`config.mk`:
```
export PLATFORM = sky130hd
export DESIGN_NAME = tridiag_det_host
export DESIGN_NICKNAME = d
export VERILOG_FILES = /design/src/rtl/tridiag_det_host.sv
export SDC_FILE = /design/constraint.sdc
export NUM_CORES = 1
export LEC_CHECK = 0
export CAP_MARGIN = 20
export CORE_AREA = 4 4 324 326
export DETAILED_ROUTE_END_ITERATION = 16
export DIE_AREA = 0 0 328 330
export PLACE_DENSITY = 0.52
export SYNTH_ARGS = -nofsm -noshare
export SYNTH_HDL_FRONTEND = slang
export SYNTH_SLANG_ARGS = --single-unit
```
`constraint.sdc`:
```
create_clock -name clk -period 6.3 [get_ports clk]
set_input_delay 0.945 -clock clk [delete_from_list [all_inputs] [get_ports clk]]
set_output_delay 0.945 -clock clk [all_outputs]
set_load 0.005 [all_outputs]
```
`src/rtl/tridiag_det_host.sv`:
```
// Host-side controller for the tridiagonal determinant engine: coefficient
// register file, start/done/ack sequencing, watchdog and a valid/ready result port.
module tridiag_det_host #(
   parameter int unsigned N       = 16,
   parameter int unsigned WIDTH   = 16,
   parameter int unsigned TIMEOUT = 64
) (
   input  logic                   clk,
   input  logic                   rst_n,
   input  logic                   wr_valid,
   output logic                   wr_ready,
   input  logic [1:0]             wr_sel,
   input  logic [3:0]             wr_idx,
   input  logic [WIDTH-1:0]       wr_data,
   input  logic                   go_valid,
   output logic                   go_ready,
   output logic                   res_valid,
   input  logic                   res_ready,
   output logic [2*WIDTH-1:0]     res_det,
   output logic                   res_err,
   output logic                   idx_err,
   output logic [WIDTH*(N-1)-1:0] a_flat,
   output logic [WIDTH*N-1:0]     b_flat,
   output logic [WIDTH*(N-1)-1:0] c_flat,
   output logic                   start,
   output logic                   ack,
   input  logic                   done,
   input  logic [2*WIDTH-1:0]     det
);

   typedef enum logic [2:0] {IDLE, START, WAIT, ACK, RESP} state_t;

   localparam int unsigned     WD_W     = $clog2(TIMEOUT);
   // Abort point chosen so res_valid rises exactly TIMEOUT cycles after the start pulse.
   localparam logic [WD_W-1:0] WD_LIMIT = WD_W'(TIMEOUT - 3);
   localparam logic [4:0]      AC_MAX   = 5'(N - 2);
   localparam logic [4:0]      B_MAX    = 5'(N - 1);

   state_t               state_q, state_d;
   logic [WIDTH-1:0]     a_q [N-1];
   logic [WIDTH-1:0]     a_d [N-1];
   logic [WIDTH-1:0]     b_q [N];
   logic [WIDTH-1:0]     b_d [N];
   logic [WIDTH-1:0]     c_q [N-1];
   logic [WIDTH-1:0]     c_d [N-1];
   logic [WD_W-1:0]      wd_q, wd_d;
   logic [2*WIDTH-1:0]   res_det_q, res_det_d;
   logic                 res_err_q, res_err_d;
   logic                 idx_err_q, idx_err_d;
   logic                 wr_fire, go_fire, wr_bad;

   always_comb begin
      wr_ready  = (state_q == IDLE);
      go_ready  = (state_q == IDLE) && !done;
      wr_fire   = wr_valid && wr_ready;
      go_fire   = go_valid && go_ready;
      start     = (state_q == START);
      ack       = (state_q == ACK);
      res_valid = (state_q == RESP);
      res_det   = res_det_q;
      res_err   = res_err_q;
      idx_err   = idx_err_q;
   end

   always_comb begin
      a_d    = a_q;
      b_d    = b_q;
      c_d    = c_q;
      wr_bad = 1'b0;
      if (wr_fire) begin
         case (wr_sel)
            2'd0: begin
               if ({1'b0, wr_idx} > AC_MAX) wr_bad = 1'b1;
               for (int unsigned k = 0; k < N - 1; k++)
                  if (wr_idx == 4'(k)) a_d[k] = wr_data;
            end
            2'd1: begin
               if ({1'b0, wr_idx} > B_MAX) wr_bad = 1'b1;
               for (int unsigned k = 0; k < N; k++)
                  if (wr_idx == 4'(k)) b_d[k] = wr_data;
            end
            2'd2: begin
               if ({1'b0, wr_idx} > AC_MAX) wr_bad = 1'b1;
               for (int unsigned k = 0; k < N - 1; k++)
                  if (wr_idx == 4'(k)) c_d[k] = wr_data;
            end
            default: wr_bad = 1'b1;
         endcase
      end
   end

   always_comb begin
      state_d   = state_q;
      wd_d      = wd_q;
      res_det_d = res_det_q;
      res_err_d = res_err_q;
      idx_err_d = idx_err_q;
      // A dropped write in the launch cycle still gets reported.
      if (go_fire) idx_err_d = 1'b0;
      if (wr_bad)  idx_err_d = 1'b1;
      case (state_q)
         IDLE:  if (go_fire) state_d = START;
         START: begin
            wd_d    = '0;
            state_d = WAIT;
         end
         WAIT: begin
            wd_d = wd_q + 1'b1;
            if (done) begin
               res_det_d = det;
               res_err_d = 1'b0;
               state_d   = ACK;
            end else if (wd_q == WD_LIMIT) begin
               res_det_d = '0;
               res_err_d = 1'b1;
               state_d   = ACK;
            end
         end
         ACK:     if (!done) state_d = RESP;
         RESP:    if (res_ready) state_d = IDLE;
         default: state_d = IDLE;
      endcase
   end

   always_comb begin
      a_flat = '0;
      b_flat = '0;
      c_flat = '0;
      for (int unsigned k = 0; k < N - 1; k++) begin
         a_flat[k*WIDTH +: WIDTH] = a_q[k];
         c_flat[k*WIDTH +: WIDTH] = c_q[k];
      end
      for (int unsigned k = 0; k < N; k++)
         b_flat[k*WIDTH +: WIDTH] = b_q[k];
   end

   always_ff @(posedge clk or negedge rst_n) begin
      if (!rst_n) begin
         state_q   <= IDLE;
         wd_q      <= '0;
         res_det_q <= '0;
         res_err_q <= 1'b0;
         idx_err_q <= 1'b0;
         for (int unsigned k = 0; k < N - 1; k++) begin
            a_q[k] <= '0;
            c_q[k] <= '0;
         end
         for (int unsigned k = 0; k < N; k++)
            b_q[k] <= '0;
      end else begin
         state_q   <= state_d;
         wd_q      <= wd_d;
         res_det_q <= res_det_d;
         res_err_q <= res_err_d;
         idx_err_q <= idx_err_d;
         a_q       <= a_d;
         b_q       <= b_d;
         c_q       <= c_d;
      end
   end

endmodule

```
# Word-level counts from Yosys, hierarchy flattened
# Index checks and enable logic that the tools add are counted.
[op_classes]
n_addsub = 1
magnitude_cmp = 1
eq_ne = 26
mux = 16
n_reduce_logical = 59
[op_table]
columns = ["operator", "count"]
rows = [
  ["AND reduction 3 bit", 46],
  ["two-way mux 32 bit", 2],
  ["equality test 4 bit, second input constant", 8],
  ["equality test 4 x 3 -> 1 bit, second input constant", 4],
  ["two-way mux 3 bit", 5],
  ["case mux 3 bit (5 select lines)", 1],
  ["case mux 6 bit (2 select lines)", 1],
  ["equality test 4 x 2 -> 1 bit, second input constant", 2],
  ["adder 6 x 1 -> 6 bit, second input constant", 1],
  ["equality test 3 x 2 -> 1 bit, second input constant", 2],
  ["equality test 6 bit, second input constant", 1],
  ["two-way mux 1 bit", 6],
  ["nonzero test 2 bit", 3],
  ["equality test 4 x 1 -> 1 bit, second input constant", 1],
  ["greater-than comparator 4 bit, second input constant", 1],
  ["zero test 4 bit", 1],
  ["!= test 2 x 1 -> 1 bit, second input constant", 2],
  ["AND reduction 4 bit", 1],
  ["equality test 3 x 1 -> 1 bit, second input constant", 1],
  ["equality test 3 bit, second input constant", 1],
  ["logical AND 1 bit", 3],
  ["zero test 3 bit", 1],
  ["!= test 3 bit, second input constant", 1],
  ["equality test 2 x 1 -> 1 bit, second input constant", 1],
  ["7 further kinds", 7],
]
[totals]
regBits = 779
input_bits = 60
out_inout_bits = 775

# Longest topological paths before layout
[depth]
ltp_word = 5
depth_mapped = 6
ltp_nobuf = 5

# Worst setup path before layout
# Ideal clock, no wire load.
[synth_path]
path_kind = "input -> register"
from = "in wr_idx[3]"
to = "reg b_q (netlist bit b_flat[53])"
setup_time_ns = 0.125
arrival_ns = 2.738
required_ns = 6.175
setup_slack_ns = 3.437
stages = 5
path_cell_list = "buf_2 -> nor4b_1 -> nor3b_4 -> buf_6 -> mux2_2"
[synth_via]
elab_chain_cells = 2
[synth_rtl]
columns = ["item", "line", "rtl"]
rows = [
  ["start, declared", "13", "input logic [3:0] wr_idx,"],
  ["equality test 4 x 2 -> 1 bit", "80", "if (wr_idx == 4'(k)) b_d[k] = wr_data;"],
  ["AND reduction 3 bit (no line)", "n/a", ""],
  ["end signal, assigned by index", "149", "b_q[k] <= '0;"],
  ["end signal, assigned", "157", "b_q <= b_d;"],
  ["end, declared", "42", "logic [WIDTH-1:0] b_q [N];"],
]
# No other way between the ends.
# A chain may end at the register's enable or synchronous reset.

# Worst setup path after layout
[layout_path]
from = "in done"
to = "out go_ready"
[layout_via]
elab_chain_cells = 2
[layout_rtl]
columns = ["item", "line", "rtl"]
rows = [
  ["start, declared", "27", "input logic done,"],
  ["zero test 1 bit", "n/a", ""],
  ["logical AND 1 bit", "54", "go_ready = (state_q == IDLE) && !done;"],
  ["end, declared", "16", "output logic go_ready,"],
]
# No other way between the ends.

==> impl_metrics.ini <==
[synthesis]
synth_flop_cell = dfrtp_1
ys_seq_area_share_pct = 64.8
syn-num-nets = 1956
synth_cell_types = 44
ys_ff_latch = 779
synth_top_area_share_pct = 64.8
syn_inst = 1894
avgSynthCellArea_um2 = 15.9
synthesis.area_um2 = 30100
synth_area_leaders = dfrtp_1, mux2_2, clkbuf_1
synthArstFlopShare_pct = 100
synth_edf_count = 0
ys.warnings.count = 0
synth_largest_area_cell = dfrtp_1

[sta]
rsz0062_at_grt = no
finalSetupViolations = 0
skew_ns = 0.0170
fin_setup_tns_ns = 0
period_minus_slack_ns = 3.55
finalHoldViolCount = 0
fmax_mhz = 282
slew_violations = 0
timing.final.crit_share_pct = 56.4
worst_pin_slew_ns = 1.16
relSlewSlack_pct = 22.7

[clocking]
cts_made_buffers = 87
cts_max_level = 3
post_cts_buffers = 0
cts_root_buf = clkbuf_16
ctsHoldBuffers = 0
cts.reportedPaths.clkPinSlew_ns = 0.06
cts_max_path_buffers = 3
cts.repair.resized = 0
cts_num_sinks = 779
clock_latency_ns = 0.65
cts_tree = built

[critical_path]
end_kind = primary output
r2r_cells = 4
reg2reg_slack_ns = 3.24
required_ns = 5.35
critPathCapture = go_ready
crit_path_max_fanout = 39
worstSetupStartpointType = input pin
arrival_ns = 2.61
crit_start = done
critPathKind = input pin to primary output
worstReg2RegStart = state_q[2]$_DFFE_PN0P_
r2r-end = b_flat[201]$_DFFE_PN0P_

[outcome]
status = finished, final reports clean

[route]
vias = 19500
drc = 0
wl_met1_um = 43600
first_iter_violations = 901
dr.max_layer_used = met4
dr.pass1.iters = 4
wl_met3_um = 8910
vias_per_cell = 4.68
wl_met2_um = 55400
drt-wirelength-per-cell_um = 27.1
drt.antenna.violating_nets = 0
finalWirelength_um = 112000

[pwr]
power_density_nw_per_um2 = 341
p_leak_nw = 20.2
ir_drop_v = 0.000248

[finish]
drive_above_1_share_pct = 35.1
final_core_util_pct = 42.3
final_nets = 2777
area_growth_pct = 42.9
fillers = 9325

[die]
die_h_um = 330
core_um2 = 102000
num_rows = 117
io_pins = 835
die_area_um2 = 108000
start_util_pct = 29.6
die_w_um = 328

[grt]
gr-total-overflow = 0
grt_pass1_vias = 21200
grt_pass1_wl_um = 159000
grt_util_all_layers_pct = 20.4
grt_max_degree = 173
antenna_found_initial = 15

[placed_design]
dp.final_hpwl_um = 75600
gp_congestion = 0.772
port_buffers = 834

[run]
maxCapViolCount = 0

[min_path]
holdCritPathClass = input pin to asynchronous set/reset pin
-- kinds of logic after synthesis --
family                   count (synthesis)  synth area share (%)
AND/OR/NAND/NOR                        130                  3.25
adder cells (fa/ha/maj)                  2                0.0831
multiplexers                           739                  27.9
flip-flops                             779                  64.8
buffers and inverters                  166                  2.40
AO/OA/AOI/OAI                           78                  1.63
-- placed cells by master, fill, tap and decap left out, drive strengths merged, types with 6 or more instances in the layout --
cell type and count:
nor3b 11, bufinv 9, nor3 8, nand3 32
clkinv 15, nor4b 6, a22oi 32, nand2 6
a21oi 6, clkdlybuf4s50 817, o21ai 34, clkbuf 130
buf 76, mux2 737, inv 7, nor2 6
nand2b 36, dfrtp 779, nor4bb 6, diode 8
-- sequential cells by signal, indices dropped and copies added (netlist names) --
name / count
a_flat: 240
b_flat: 256
c_flat: 240
idx_err: 1
res_det: 32
res_err: 1
state_q: 3
wd_q: 6
-- cells in the mapped netlist, types with 2 or more instances --
master    count
nor2_1        6
mux2_4       20
o21ai_0      34
or4_1         3
buf_4         9
nor4bb_1      6
nand4_1       2
buf_1        17
nand3_1      23
nor4b_1       5
buf_6         5
and4_1        2
buf_2        22
a22oi_1      32
nand3_2       9
mux2_2      716
a21oi_1       6
mux2i_1       2
nand2b_1     36
nand2_1       6
nor2b_1       2
nor3b_1       4
clkbuf_1    108
nand4b_1      2
nor3b_2       2
nor3_1        3
inv_1         5
nor3_4        5
nor3b_4       5
dfrtp_1     779
or3_1         3
ha_1          2
nor4_1        2
-- metal layers --
metal	up-vias	track usage (%)
met4	0	8.64
met1	10200	24.1
li1	8357	-
met5	-	0
met2	725	34.4
met3	174	6.31
-- final cells by class --
class	instances	area (um^2)	area share [%]
well taps	1368	1710	3.98
clock inverters	26	382	0.887
flip-flops and latches	779	19500	45.3
diodes	8	20.0	0.0465
clock buffers	130	2630	6.12
inverters	5	18.8	0.0436
multi-input cells	949	9930	23.1
repair buffers	893	8830	20.5
-- through the flow --
step | hold slack (ns) | cell area (um^2) | setup slack (ns) | std cells | total power, mW
2_1_floorplan | 0.447 | 30100 | 3.44 | 1894 | 7.27
3_3_place_gp | 0.466 | 39900 | 2.34 | 3990 | 9.41
3_5_place_dp | 0.491 | 40000 | 2.20 | 3993 | 9.48
4_1_cts | 0.326 | 43000 | 2.73 | 4149 | 14.9
5_1_grt | 0.357 | 43000 | 2.57 | 4150 | 15.4
6_report | 0.309 | 43000 | 2.75 | 4158 | 14.7
-- worst min-delay path by stage --
stage | endpoint | from | slack [ns]
floorplan | wd_q[4]$_DFFE_PN0P_ | wd_q[4]$_DFFE_PN0P_ | 0.45
global route | res_det[26]$_DFFE_PN0P_ | rst_n | 0.36
CTS | res_det[28]$_DFFE_PN0P_ | rst_n | 0.33
detailed placement | a_flat[213]$_DFFE_PN0P_ | a_flat[213]$_DFFE_PN0P_ | 0.49
finish | res_det[26]$_DFFE_PN0P_ | rst_n | 0.31
global placement | wd_q[4]$_DFFE_PN0P_ | wd_q[4]$_DFFE_PN0P_ | 0.47
-- power breakdown --
part | total (mW) | switching, mW | internal [mW]
logic | 3.11 | 1.23 | 1.88
registers | 6.24 | 0.487 | 5.75
clock network | 5.33 | 2.08 | 3.25
-- critical path, cell delays in order --
cell and delay (ns):
clkdlybuf4s50_1 0.40, buf_4 0.25, nor4_1 0.40, clkdlybuf4s50_1 0.61
Note: power is estimated with default switching activity, not from simulation.
